==> config.mk <==
export PLATFORM = sky130hd
export DESIGN_NAME = stg_ma
export DESIGN_NICKNAME = d
export VERILOG_FILES = /design/src/rtl/stg_ma.sv
export SDC_FILE = /design/constraint.sdc
export NUM_CORES = 1
export LEC_CHECK = 0
export ABC_AREA = 1
export ABC_CLOCK_PERIOD_IN_PS = 12300
export BUFFER_PORTS_ARGS = -buffer_cell sky130_fd_sc_hd__buf_4
export CAP_MARGIN = 5
export CORE_UTILIZATION = 35
export CTS_CLUSTER_SIZE = 8
export DETAILED_ROUTE_END_ITERATION = 10
export GPL_TIMING_DRIVEN = 0
export PLACE_DENSITY_LB_ADDON = 0.08
export SLEW_MARGIN = 10
export SYNTH_ARGS = -nofsm -noshare
export SYNTH_HDL_FRONTEND = slang
export SYNTH_SLANG_ARGS = --single-unit
==> constraint.sdc <==
create_clock -name iw_clk -period 12.3 [get_ports iw_clk]
set_clock_uncertainty 0.05 [all_clocks]
set_input_delay 1.23 -clock iw_clk [delete_from_list [all_inputs] [get_ports iw_clk]]
set_output_delay 1.23 -clock iw_clk [all_outputs]
set_load 0.01 [all_outputs]
==> src/rtl/stg_ma.sv <==
// stg_ma: memory-access pipeline stage between EX and WB. Loads and stores stall upstream until acked.
// Optional build macro MA_TIMEOUT_EN: aborts an unacknowledged access after 256 REQ cycles and pulses ow_fault.

`ifndef SIZE_PC
`define SIZE_PC 24
`endif
`ifndef SIZE_INSTR
`define SIZE_INSTR 24
`endif
`ifndef SIZE_OPC
`define SIZE_OPC 8
`endif
`ifndef SIZE_TGT_GP
`define SIZE_TGT_GP 4
`endif
`ifndef SIZE_TGT_SR
`define SIZE_TGT_SR 2
`endif
`ifndef SIZE_ADDR
`define SIZE_ADDR 24
`endif
`ifndef SIZE_DATA
`define SIZE_DATA 24
`endif
`ifndef OPC_RU_LDu
`define OPC_RU_LDu 8'h20
`endif
`ifndef OPC_RU_STu
`define OPC_RU_STu 8'h21
`endif
`ifndef OPC_IU_STiu
`define OPC_IU_STiu 8'h22
`endif
`ifndef OPC_IS_STis
`define OPC_IS_STis 8'h23
`endif

module stg_ma (
   input  logic                    iw_clk,
   input  logic                    iw_rst,
   input  logic [`SIZE_PC-1:0]     iw_pc,
   input  logic [`SIZE_INSTR-1:0]  iw_instr,
   input  logic [`SIZE_OPC-1:0]    iw_opc,
   input  logic [`SIZE_TGT_GP-1:0] iw_tgt_gp,
   input  logic                    iw_tgt_gp_we,
   input  logic [`SIZE_TGT_SR-1:0] iw_tgt_sr,
   input  logic                    iw_tgt_sr_we,
   input  logic [`SIZE_ADDR-1:0]   iw_addr,
   input  logic [`SIZE_DATA-1:0]   iw_result,
   output logic                    ow_stall,
   output logic                    ow_mem_req,
   output logic                    ow_mem_we,
   output logic [`SIZE_ADDR-1:0]   ow_mem_addr,
   output logic [`SIZE_DATA-1:0]   ow_mem_wdata,
   input  logic                    iw_mem_ack,
   input  logic [`SIZE_DATA-1:0]   iw_mem_rdata,
   output logic [`SIZE_PC-1:0]     ow_pc,
   output logic [`SIZE_INSTR-1:0]  ow_instr,
   output logic [`SIZE_OPC-1:0]    ow_opc,
   output logic [`SIZE_TGT_GP-1:0] ow_tgt_gp,
   output logic                    ow_tgt_gp_we,
   output logic [`SIZE_TGT_SR-1:0] ow_tgt_sr,
   output logic                    ow_tgt_sr_we,
   output logic [`SIZE_DATA-1:0]   ow_result,
   output logic                    ow_fault
);

   typedef enum logic {IDLE, REQ} state_t;

   state_t                    state;
   logic                      is_ld;
   logic                      is_st;
   logic                      is_mem;
   logic                      to_hit;

   logic [`SIZE_PC-1:0]       l_pc;
   logic [`SIZE_INSTR-1:0]    l_instr;
   logic [`SIZE_OPC-1:0]      l_opc;
   logic [`SIZE_TGT_GP-1:0]   l_tgt_gp;
   logic                      l_tgt_gp_we;
   logic [`SIZE_TGT_SR-1:0]   l_tgt_sr;
   logic                      l_tgt_sr_we;
   logic                      l_ld;

   always_comb begin
      is_ld  = (iw_opc == `OPC_RU_LDu);
      is_st  = (iw_opc == `OPC_RU_STu) || (iw_opc == `OPC_IU_STiu) ||
               (iw_opc == `OPC_IS_STis);
      is_mem = is_ld | is_st;
   end

`ifdef MA_TIMEOUT_EN
   logic [7:0] to_cnt;
   assign to_hit = (state == REQ) && !iw_mem_ack && (to_cnt == 8'hFF);
`else
   assign to_hit   = 1'b0;
   assign ow_fault = 1'b0;
`endif

   // Request comes straight from the state flop so reset drops it without a clock edge.
   assign ow_mem_req = (state == REQ);

   always_comb begin
      ow_stall = 1'b0;
      if (state == IDLE)
         ow_stall = is_mem;
      else
         ow_stall = ~iw_mem_ack & ~to_hit;
   end

   always_ff @(posedge iw_clk or posedge iw_rst) begin
      if (iw_rst) begin
         state        <= IDLE;
         l_pc         <= '0;
         l_instr      <= '0;
         l_opc        <= '0;
         l_tgt_gp     <= '0;
         l_tgt_gp_we  <= 1'b0;
         l_tgt_sr     <= '0;
         l_tgt_sr_we  <= 1'b0;
         l_ld         <= 1'b0;
         ow_mem_we    <= 1'b0;
         ow_mem_addr  <= '0;
         ow_mem_wdata <= '0;
         ow_pc        <= '0;
         ow_instr     <= '0;
         ow_opc       <= '0;
         ow_tgt_gp    <= '0;
         ow_tgt_gp_we <= 1'b0;
         ow_tgt_sr    <= '0;
         ow_tgt_sr_we <= 1'b0;
         ow_result    <= '0;
`ifdef MA_TIMEOUT_EN
         to_cnt       <= '0;
         ow_fault     <= 1'b0;
`endif
      end else begin
`ifdef MA_TIMEOUT_EN
         ow_fault <= 1'b0;
`endif
         if (state == IDLE) begin
            if (is_mem) begin
               // Address and store data are held in the memory-port registers for the whole access.
               l_pc         <= iw_pc;
               l_instr      <= iw_instr;
               l_opc        <= iw_opc;
               l_tgt_gp     <= iw_tgt_gp;
               l_tgt_gp_we  <= iw_tgt_gp_we;
               l_tgt_sr     <= iw_tgt_sr;
               l_tgt_sr_we  <= iw_tgt_sr_we;
               l_ld         <= is_ld;
               ow_mem_we    <= is_st;
               ow_mem_addr  <= iw_addr;
               ow_mem_wdata <= iw_result;
               ow_tgt_gp_we <= 1'b0;
               ow_tgt_sr_we <= 1'b0;
`ifdef MA_TIMEOUT_EN
               to_cnt       <= '0;
`endif
               state        <= REQ;
            end else begin
               ow_pc        <= iw_pc;
               ow_instr     <= iw_instr;
               ow_opc       <= iw_opc;
               ow_tgt_gp    <= iw_tgt_gp;
               ow_tgt_gp_we <= iw_tgt_gp_we;
               ow_tgt_sr    <= iw_tgt_sr;
               ow_tgt_sr_we <= iw_tgt_sr_we;
               ow_result    <= iw_result;
            end
         end else begin
            if (iw_mem_ack) begin
               ow_pc        <= l_pc;
               ow_instr     <= l_instr;
               ow_opc       <= l_opc;
               ow_tgt_gp    <= l_tgt_gp;
               ow_tgt_gp_we <= l_tgt_gp_we;
               ow_tgt_sr    <= l_tgt_sr;
               ow_tgt_sr_we <= l_tgt_sr_we;
               ow_result    <= l_ld ? iw_mem_rdata : ow_mem_wdata;
               ow_mem_we    <= 1'b0;
               state        <= IDLE;
            end
`ifdef MA_TIMEOUT_EN
            else if (to_hit) begin
               ow_result    <= '0;
               ow_tgt_gp_we <= 1'b0;
               ow_tgt_sr_we <= 1'b0;
               ow_mem_we    <= 1'b0;
               ow_fault     <= 1'b1;
               state        <= IDLE;
            end else begin
               to_cnt <= to_cnt + 8'd1;
            end
`endif
         end
      end
   end

endmodule

==> results of run 1 <==
[cell families after synthesis]
| group | after synthesis | share of synthesized area, % |
|---|---|---|
| and+or+nand+nor | 632 | 27.9 |
| DFF | 203 | 55.4 |
| buffers and inverters | 191 | 8.88 |
| AOI/OAI and AO/OA | 141 | 7.70 |
| other | 1 | 0.0409 |
[tightest hold or removal path: cells and delay by family (launching register included)]
kind | cells | cell delay [ns]
and+or+nand+nor | 2 | 0.09
DFF | 1 | 0.34
[power breakdown]
group	leakage (nW)	switching, W	internal (W)
Sequential	2.48	0.0000528	0.000768
Clock	0.362	0.000284	0.000410
Combinational	3.84	0.000178	0.000162
Total	6.68	0.000515	0.00134
[per-layer routing]
metal	up-vias	GRT usage (%)	share of wire [%]
li1	4229	-	-
met2	297	34.8	46
met5	-	0	0
met3	40	4.85	7.6
met4	0	5.35	2.0
met1	3990	30.4	45
[flip-flops by register name (all words and copies together) (netlist names)]
register	flops
l_instr	24
l_ld	1
l_opc	8
l_pc	24
l_tgt_gp	4
l_tgt_gp_we	1
l_tgt_sr	2
l_tgt_sr_we	1
ow_instr	24
ow_mem_addr	24
ow_mem_req	1
ow_mem_wdata	24
ow_mem_we	1
ow_opc	8
ow_pc	24
ow_result	24
ow_tgt_gp	4
ow_tgt_gp_we	1
ow_tgt_sr	2
ow_tgt_sr_we	1
[placed cells by master (no fill, tap or decap), drive strengths merged]
cell | synthesis | routed
buf | 48 | 326
clkbuf | 29 | 58
clkinvlp | 0 | 1
conb | 1 | 1
dfrtp | 203 | 203
inv | 114 | 115
nand2 | 497 | 497
nand3 | 118 | 118
nand4 | 1 | 1
nor2 | 14 | 14
o21ai | 141 | 141
or2 | 2 | 2
[worst paths after layout]
check / startpoint / endpoint / slack [ns] / depth (start not counted)
worst max-delay path: iw_opc[7] / ow_stall / 8.51 / 6
worst min-delay path: ow_pc[2] / ow_pc[2] / 0.42 / 2
worst max register to register: ow_mem_req / ow_opc[2] / 10.26 / 7
worst min register to register: ow_pc[2] / ow_pc[2] / 0.42 / 2
max in group asynchronous: iw_rst / ow_mem_addr[6] / 10.46 / 3
min in group asynchronous: iw_rst / ow_instr[18] / 0.77 / 2
[stage by stage]
step	utilization [%]	hold WS (ns)	setup WS (ns)	instances	cell area (sq um)
global placement	45.9	0.406	2.68	1775	11700
floorplan	-	0.390	5.48	1168	9160
detailed placement	46.0	0.404	8.50	1776	11700
global route	48.9	0.437	8.43	1807	12400
finish	48.9	0.416	8.51	1807	12400
CTS	48.9	0.422	8.50	1807	12400
[area by class of cell]
| cell class | count | area, sq um | share of cell area [%] |
|---|---|---|---|
| sequential | 203 | 5080 | 40.9 |
| timing repair buffer | 278 | 2110 | 16.9 |
| clock buffer | 29 | 726 | 5.84 |
| tap | 330 | 413 | 3.32 |
| buffer | 77 | 385 | 3.10 |
| inverter | 114 | 435 | 3.50 |
| multi-input combinational | 774 | 3270 | 26.3 |
| clock inverter | 2 | 16.3 | 0.131 |
==> flow_metrics.tcl, run 1 <==
set metrics [dict create \
    status "complete, no violations" \
    ys_seq_elements 203 \
    synth_top_flop_cell "dfrtp_1" \
    cp_data_arrival_time_ns 2.51 \
    relSlewSlack_pct 50.1 \
    tritoncts "yes" \
    cpPeakStageDelay_ns 0.28 \
    p_total_w 0.00186 \
    nNetsFinal 1616 \
    die_h_microns 164 \
    synth.area.top_cells "dfrtp_1 55%, nand2_1 20%, nand3_1 6.4%, o21ai_0 5.9%, inv_1 4.6%" \
    synth.cell_area_sq_mm 0.00916 \
    core_sq_mm 0.0254 \
    place.gp.congestion 0.814 \
    grt_use_total_pct 22.0 \
    first_global_vias 8393 \
    async_flop_share_pct 100 \
    setup.worst_path.class "input pin to primary output" \
    rsz0062_at_grt "false" \
    synth_cells 1168 \
    synth_edf_count 0 \
    critPathLaunchType "input pin" \
    h-tree-depth 1 \
    yosysTopAreaCellShare_pct 55.4 \
    grt_pass1_wl_microns 45900 \
    initial_core_util_pct 36.1 \
    cellPowerDensity_mw_per_mm2 149 \
    cp_cell_sequence "buf_4 > nor2_2 > nand4_4 > nand2_4 > buf_2 > buf_4" \
    post-cts-setup-buffers 0 \
    dieArea_sq_mm 0.0268 \
    crit_required_ns 11.02 \
    max_cap_viol_count 0 \
    path_delay_family "simple AND/OR/NAND/NOR gates" \
    dp_hpwl_microns 20300 \
    vdd_drop_max_mv 0.0837 \
    drc 0 \
    period_share_pct 30.8 \
    grt_start_max_net_pins 104 \
    crit_top_cell "buf_4" \
    endpoint_kind "primary output" \
    hp-class "register to register" \
    grt_overflow 0 \
    ys_warn_count 0 \
    clk_latency_ns 0.54 \
    yosysTopAreaCell "dfrtp_1" \
    cts-buffers-inserted 29 \
    timing.setup.tns_ns 0 \
    num-fill-cells 2599 \
    drv_slew 0 \
    ys_types 19 \
    worst_slew_pin_slew_ns 0.748 \
    cts.clk_slew.worst_paths_ns 0.05 \
    finalHoldViolations 0 \
    die_w_microns 164 \
    viasPerCell 4.73 \
    diodes 0 \
    timing.fmax_mhz 264 \
    grt_antenna_before_repair 0 \
    ctsHoldBuffers 0 \
    synth_fp_nets 1307 \
    ys_seq_area_share_pct 55.4 \
    ioPinCount 279 \
    setup_viol 0 \
    drt_wl_total_microns 29100 \
    num_rows 58 \
    portBuffers 277 \
    first_pass_iters 6 \
    netlist_top_cells_count "496 x nand2_1, 203 x dfrtp_1, 118 x nand3_1, 112 x inv_1, 108 x o21ai_0" \
    vias 8556 \
    cp_max_fo 11 \
    ant_nets 0 \
    wl_per_cell_microns 16.1 \
    cts_resized 0 \
    clock-sinks 203 \
    drtIter0Drc 622 \
    power.leakage_nw 6.68 \
    cpMaxStageDelayCell "nand4_4" \
    path_buf_inv 3 \
    drive_above_1_share_pct 24.5 \
    syn2layout_area_growth_pct 35.7 \
    cts-root-buf "clkbuf_16" \
    clockBufferDepth 3 \
    fin_crit_ns 3.79 \
    yosys.cell_count.top_type "nand2_1" \
    avgSynthCellArea_sq_um 7.84 \
]
(Power assumes the default switching activity.)
==> run 2, diff against run 1 <==
ABC_AREA = 0   (was 1)
ABC_CLOCK_PERIOD_IN_PS = 3700   (was 12300)
clock period = 3.7 ns   (was 12.3 ns; I/O delays follow)
==> run 2 against run 1 <==
Die area decreased by 6.8%. First-iteration DRC count is 51% lower. Synthesized cell count decreased by 48%. Critical path depth unchanged. Worst setup slack worse by 7.6 ns. Critical path type is now register to primary output. Highest routed layer unchanged.
==> flow_metrics.tcl, run 2 <==
set metrics [dict create \
    setup.worst_path.class "register to primary output" \
    p_comb_share_pct 16.9 \
    ys_seq_area_share_pct 59.5 \
    num_rows 56 \
    h-tree-depth 1 \
    yosys.cell_count.top_type "dfrtp_1" \
    cp_data_arrival_time_ns 2.33 \
    grt_antenna_before_repair 0 \
    ant_nets 0 \
    grt_overflow 0 \
    clock-sinks 203 \
    core_sq_mm 0.0237 \
    synth_fp_nets 744 \
    ioPinCount 279 \
    power.leakage_nw 5.58 \
    vias 6259 \
    cp_max_fo 11 \
    endpoint_kind "primary output" \
    grt_pass1_wl_microns 36700 \
    hp-class "input pin to register" \
    ctsHoldBuffers 12 \
    portBuffers 277 \
    drtIter0Drc 305 \
    post-cts-setup-buffers 0 \
    drv_slew 0 \
    first_global_vias 6644 \
    yosysTopAreaCell "dfrtp_1" \
    dp_hpwl_microns 17300 \
    period_share_pct 74.4 \
    seqPwrFrac_pct 44.8 \
    ys_warn_count 0 \
    cellPowerDensity_mw_per_mm2 503 \
    yosysTopAreaCellShare_pct 59.5 \
    wl_per_cell_microns 19.2 \
    clk_latency_ns 0.52 \
    grt_start_max_net_pins 39 \
    final_common_cell "buf_4" \
    tritoncts "yes" \
    ys_types 36 \
    place.gp.congestion 0.781 \
    diodes 0 \
    max_cap_viol_count 0 \
    drt_wl_total_microns 23900 \
    synth_cells 605 \
    synth_top_flop_cell "dfrtp_1" \
    status "complete, no violations" \
    netlist_top_cells_count "203 x dfrtp_1, 60 x mux2_1, 57 x nand2b_1, 52 x o221a_2, 50 x mux2_2" \
    fin_cells 1249 \
    fin_crit_ns 2.75 \
    switchingPower_w 0.00146 \
    timing.setup.tns_ns 0 \
    p_int_w 0.00456 \
    first_pass_iters 4 \
    cts-root-buf "clkbuf_16" \
    rsz0062_at_grt "false" \
    avgSynthCellArea_sq_um 14.1 \
    finalHoldViolations 0 \
    die_w_microns 158 \
    setup_viol 0 \
    timing.fmax_mhz 363 \
    cts_resized 0 \
    drc 0 \
    viasPerCell 5.01 \
    async_flop_share_pct 100 \
    die_h_microns 158 \
    critPathLaunchType "register" \
    drive_above_1_share_pct 47.4 \
    grt_use_total_pct 18.9 \
    initial_core_util_pct 36.0 \
    cts.clk_slew.worst_paths_ns 0.05 \
    syn2layout_area_growth_pct 40.6 \
    synth.area.top_cells "dfrtp_1 60%, mux2_1 7.9%, o221a_2 6.9%, mux2_2 6.6%, nand2b_1 4.2%" \
    layout_common_cells "278 x buf_4, 203 x dfrtp_1, 60 x mux2_1" \
    worst_slew_pin_slew_ns 0.702 \
    p_clk_share_pct 38.4 \
    vdd_drop_max_mv 0.365 \
    synth.cell_area_sq_mm 0.00853 \
    synth_edf_count 0 \
    relSlewSlack_pct 53.1 \
    crit_required_ns 3.28 \
    cts-buffers-inserted 29 \
    numPlacedInstances 1206 \
    switching_share_pct 24.3 \
    dieArea_sq_mm 0.0250 \
    clockBufferDepth 3 \
    ys_seq_elements 203 \
    nNetsFinal 1069 \
]
run 2: changes by cell type in the layout (fill, tap and decap cells not counted), sizes merged, moves of 24 or more:
| cell | before | now |
|---|---|---|
| nand3 | 118 | 1 |
| o221a | 0 | 52 |
| mux2 | 0 | 110 |
| mux2i | 0 | 24 |
| nand2b | 0 | 57 |
| buf | 326 | 302 |
| a221o | 0 | 27 |
| nand2 | 497 | 6 |
| inv | 115 | 3 |
| o21ai | 141 | 9 |
run 2: worst max-delay path, stage by stage, from the launching register on:
cell and delay [ns]:
dfrtp_1 0.38, buf_6 0.15, nor4_4 0.37, a21oi_4 0.18
inv_2 0.09, clkbuf_1 0.42, buf_4 0.22
run 2: layout make-up:
| class | count | area (sq um) |
|---|---|---|
| sequential | 203 | 5080 |
| timing repair buffer | 294 | 2300 |
| multi-input combinational | 353 | 3170 |
| clock inverter | 1 | 30.0 |
| buffer | 45 | 265 |
| tap | 319 | 399 |
| clock buffer | 30 | 729 |
| fill | 2107 | 11700 |
| inverter | 4 | 18.8 |
run 2: final timing paths:
path                              from               to  slack, ns  cells past startpoint
max                         ow_mem_req         ow_stall       0.95                      6
min                        iw_addr[14]  ow_mem_addr[14]       0.02                      2
max in group asynchronous       iw_rst        ow_pc[14]       2.25                      5
min reg2reg                   l_opc[5]         l_opc[5]       0.41                      1
min in group asynchronous       iw_rst   ow_mem_addr[5]       0.48                      3
max reg2reg                 ow_mem_req    ow_result[10]       1.62                      8
run 2: per-stage QoR:
step	utilization, %	area [sq um]	setup slack [ns]	hold WS [ns]	power [W]
3_3_place_gp	46.5	11000	-0.525	0.406	0.00370
5_1_grt	50.6	12000	0.791	0.00456	0.00633
2_1_floorplan	-	8530	0.650	0.386	0.00319
4_1_cts	50.6	12000	0.890	0.000585	0.00613
3_5_place_dp	46.9	11100	1.44	0.406	0.00375
6_report	50.6	12000	0.948	0.0214	0.00603
run 2: cells by family after synthesis:
kind of cell | count (synthesis) | synth area share, %
other cells | 1 | 0.0440
simple gates | 112 | 7.63
mux | 134 | 17.3
buf+inv | 49 | 3.29
compound gates | 106 | 12.2
flops | 203 | 59.5
run 2: per-layer routing:
layer | GRT usage [%] | share of wire (%)
met1 | 23.2 | 41
met2 | 32.3 | 50
met3 | 4.90 | 6.9
met4 | 6.32 | 3.0
met5 | 0 | 0
run 2: power by group through the flow:
stage | clock, W | sequential (W) | combinational, W
floorplan | 0 | 0.00278 | 0.000415
global placement | 0 | 0.00271 | 0.000988
detailed placement | 0 | 0.00273 | 0.00102
CTS | 0.00240 | 0.00270 | 0.00104
global route | 0.00248 | 0.00273 | 0.00111
finish | 0.00231 | 0.00270 | 0.00102
==> run 3, diff against run 2 <==
ABC_CLOCK_PERIOD_IN_PS = 2300   (was 3700)
clock period = 2.3 ns   (was 3.7 ns; I/O delays follow)
==> run 3 against run 2 <==
Final cell count increased by 8.6%. Worst hold slack improved by 0.0042 ns. Worst setup slack lost 0.78 ns. Critical endpoint unchanged.
==> flow_metrics.tcl, run 3 (synthesized netlist as in run 2, its figures left out) <==
set metrics [dict create \
    status "complete, no violations" \
    utilization_pct 55.2 \
    timing.fmax_mhz 469 \
    grt_start_max_net_pins 39 \
    drc 0 \
    first_global_vias 7084 \
    p_clk_share_pct 37.8 \
    portBuffers 277 \
    first_pass_iters 4 \
    seqPwrFrac_pct 44.0 \
    switching_share_pct 24.3 \
    vias 6648 \
    final_common_cell "buf_4" \
    h-tree-depth 1 \
    worst_slew_pin_slew_ns 0.706 \
    drive_above_1_share_pct 42.7 \
    crit_top_cell "buf_6" \
    p_comb_share_pct 18.2 \
    path_delay_family "buffers and inverters" \
    drtIter0Drc 311 \
    switchingPower_w 0.00240 \
    clk_latency_ns 0.51 \
    power.leakage_nw 6.03 \
    finalHoldWorstSlack_ns 0.0255 \
    ant_nets 0 \
    cp_data_arrival_time_ns 1.85 \
    period_share_pct 92.8 \
    cp_cell_sequence "buf_6 > nor2b_1 > buf_6 > a21oi_4 > inv_2 > clkbuf_4 > buf_4" \
    path_buf_inv 5 \
    drv_slew 0 \
    wl_per_cell_microns 18.2 \
    cts-root-buf "clkbuf_16" \
    crit_required_ns 2.02 \
    tritoncts "yes" \
    syn2layout_area_growth_pct 53.2 \
    dieArea_sq_mm 0.0250 \
    clock-sinks 203 \
    viasPerCell 4.90 \
    place.gp.congestion 0.781 \
    cts-buffers-inserted 29 \
    cellPowerDensity_mw_per_mm2 755 \
    drt_wl_total_microns 24700 \
    setup_viol 0 \
    layout_common_cells "279 x buf_4, 203 x dfrtp_1, 118 x dlygate4sd3_1" \
    ioPinCount 279 \
    worst_slack_ns 0.166 \
    fin_crit_ns 2.13 \
    relSlewSlack_pct 52.8 \
    num_rows 56 \
    setup.worst_path.class "register to primary output" \
    cpMaxStageDelayCell "dfrtp_1" \
    clockBufferDepth 3 \
    rsz0062_at_grt "false" \
    cp_max_fo 11 \
    endpoint_kind "primary output" \
    cpPeakStageDelay_ns 0.38 \
    num-fill-cells 1994 \
    die_w_microns 158 \
    core_sq_mm 0.0237 \
    vdd_drop_max_mv 0.586 \
    die_h_microns 158 \
    cts.clk_slew.worst_paths_ns 0.05 \
    grt_pass1_wl_microns 38100 \
    nNetsFinal 1176 \
    grt_overflow 0 \
    grt_use_total_pct 19.5 \
    p_int_w 0.00746 \
    critPathLaunchType "register" \
    initial_core_util_pct 36.0 \
    multi_input_area_sq_mm 0.00317 \
    hp-class "input pin to register" \
    register_area_sq_mm 0.00508 \
    grt_antenna_before_repair 0 \
    diodes 0 \
    max_cap_viol_count 0 \
    finalHoldViolations 0 \
    dp_hpwl_microns 17300 \
    pre_cts_slack_ns 0.170 \
]
[run 3: changes by cell type in the layout (fill, tap and decap cells not counted)]
| cell | delta |
|---|---|
| buf_4 | +1 |
| clkbuf_1 | -1 |
| clkbuf_4 | +1 |
| dlygate4sd3_1 | +106 |
[run 3: area by class of cell]
cell class              count  share of cell area, %
flip-flops and latches    203                   38.9
repair buffers            401                   25.8
multi-input cells         353                   24.3
clock buffers              30                   5.58
well taps                 319                   3.05
plain buffers              45                   2.06
clock inverters             1                  0.230
inverters                   4                  0.144
[run 3: tightest hold or removal path: stages]
cell and delay (ns):
buf_4 0.08, mux2i_1 0.05, nor2_1 0.08, a221o_1 0.11
[run 3: layer usage]
metal / track usage [%] / share of wire (%) / vias to the layer above
met5: 0 / 0 / -
met4: 5.22 / 2.3 / 0
met3: 4.57 / 6.4 / 31
met2: 34.5 / 51 / 205
met1: 23.6 / 41 / 3325
li1: - / - / 3087
[run 3: through the flow]
step | std cells | setup TNS, ns | power, W | cell area [sq um]
after global routing | 1356 | 0 | 0.0103 | 13100
after floorplan | 605 | -123.89 | 0.00514 | 8530
final | 1356 | 0 | 0.00986 | 13100
after CTS | 1356 | 0 | 0.0100 | 13100
after global placement | 1201 | -359.86 | 0.00595 | 11000
after detailed placement | 1206 | 0 | 0.00604 | 11100
[run 3: worst paths after layout]
path / startpoint / end / slack, ns / cells past startpoint
setup reg to reg: ow_mem_req / ow_result[23] / 0.32 / 6
max in group asynchronous: iw_rst / ow_pc[14] / 0.98 / 5
min in group asynchronous: iw_rst / ow_mem_addr[10] / 0.34 / 3
hold / removal: iw_mem_rdata[18] / ow_result[18] / 0.03 / 4
setup / recovery: ow_mem_req / ow_stall / 0.17 / 7
hold reg to reg: l_opc[5] / l_opc[5] / 0.41 / 1
[run 3: repair_timing]
item | in CTS | in global routing
setup buffers | 1 | 0
hold buffers | 118 | 0
resized for setup | 2 | 0
hold endpoints to repair | 211 | 0
pin swaps | 0 | 1
setup endpoints to repair | 1 | 1
gates cloned | 0 | 0
[run 3: power groups by stage]
stage,Combinational [W],Clock [W],Sequential [W]
after CTS,0.00182,0.00385,0.00434
after detailed placement,0.00165,0,0.00439
after global placement,0.00159,0,0.00436
after global routing,0.00195,0.00399,0.00440
final,0.00179,0.00373,0.00434
after floorplan,0.000668,0,0.00447
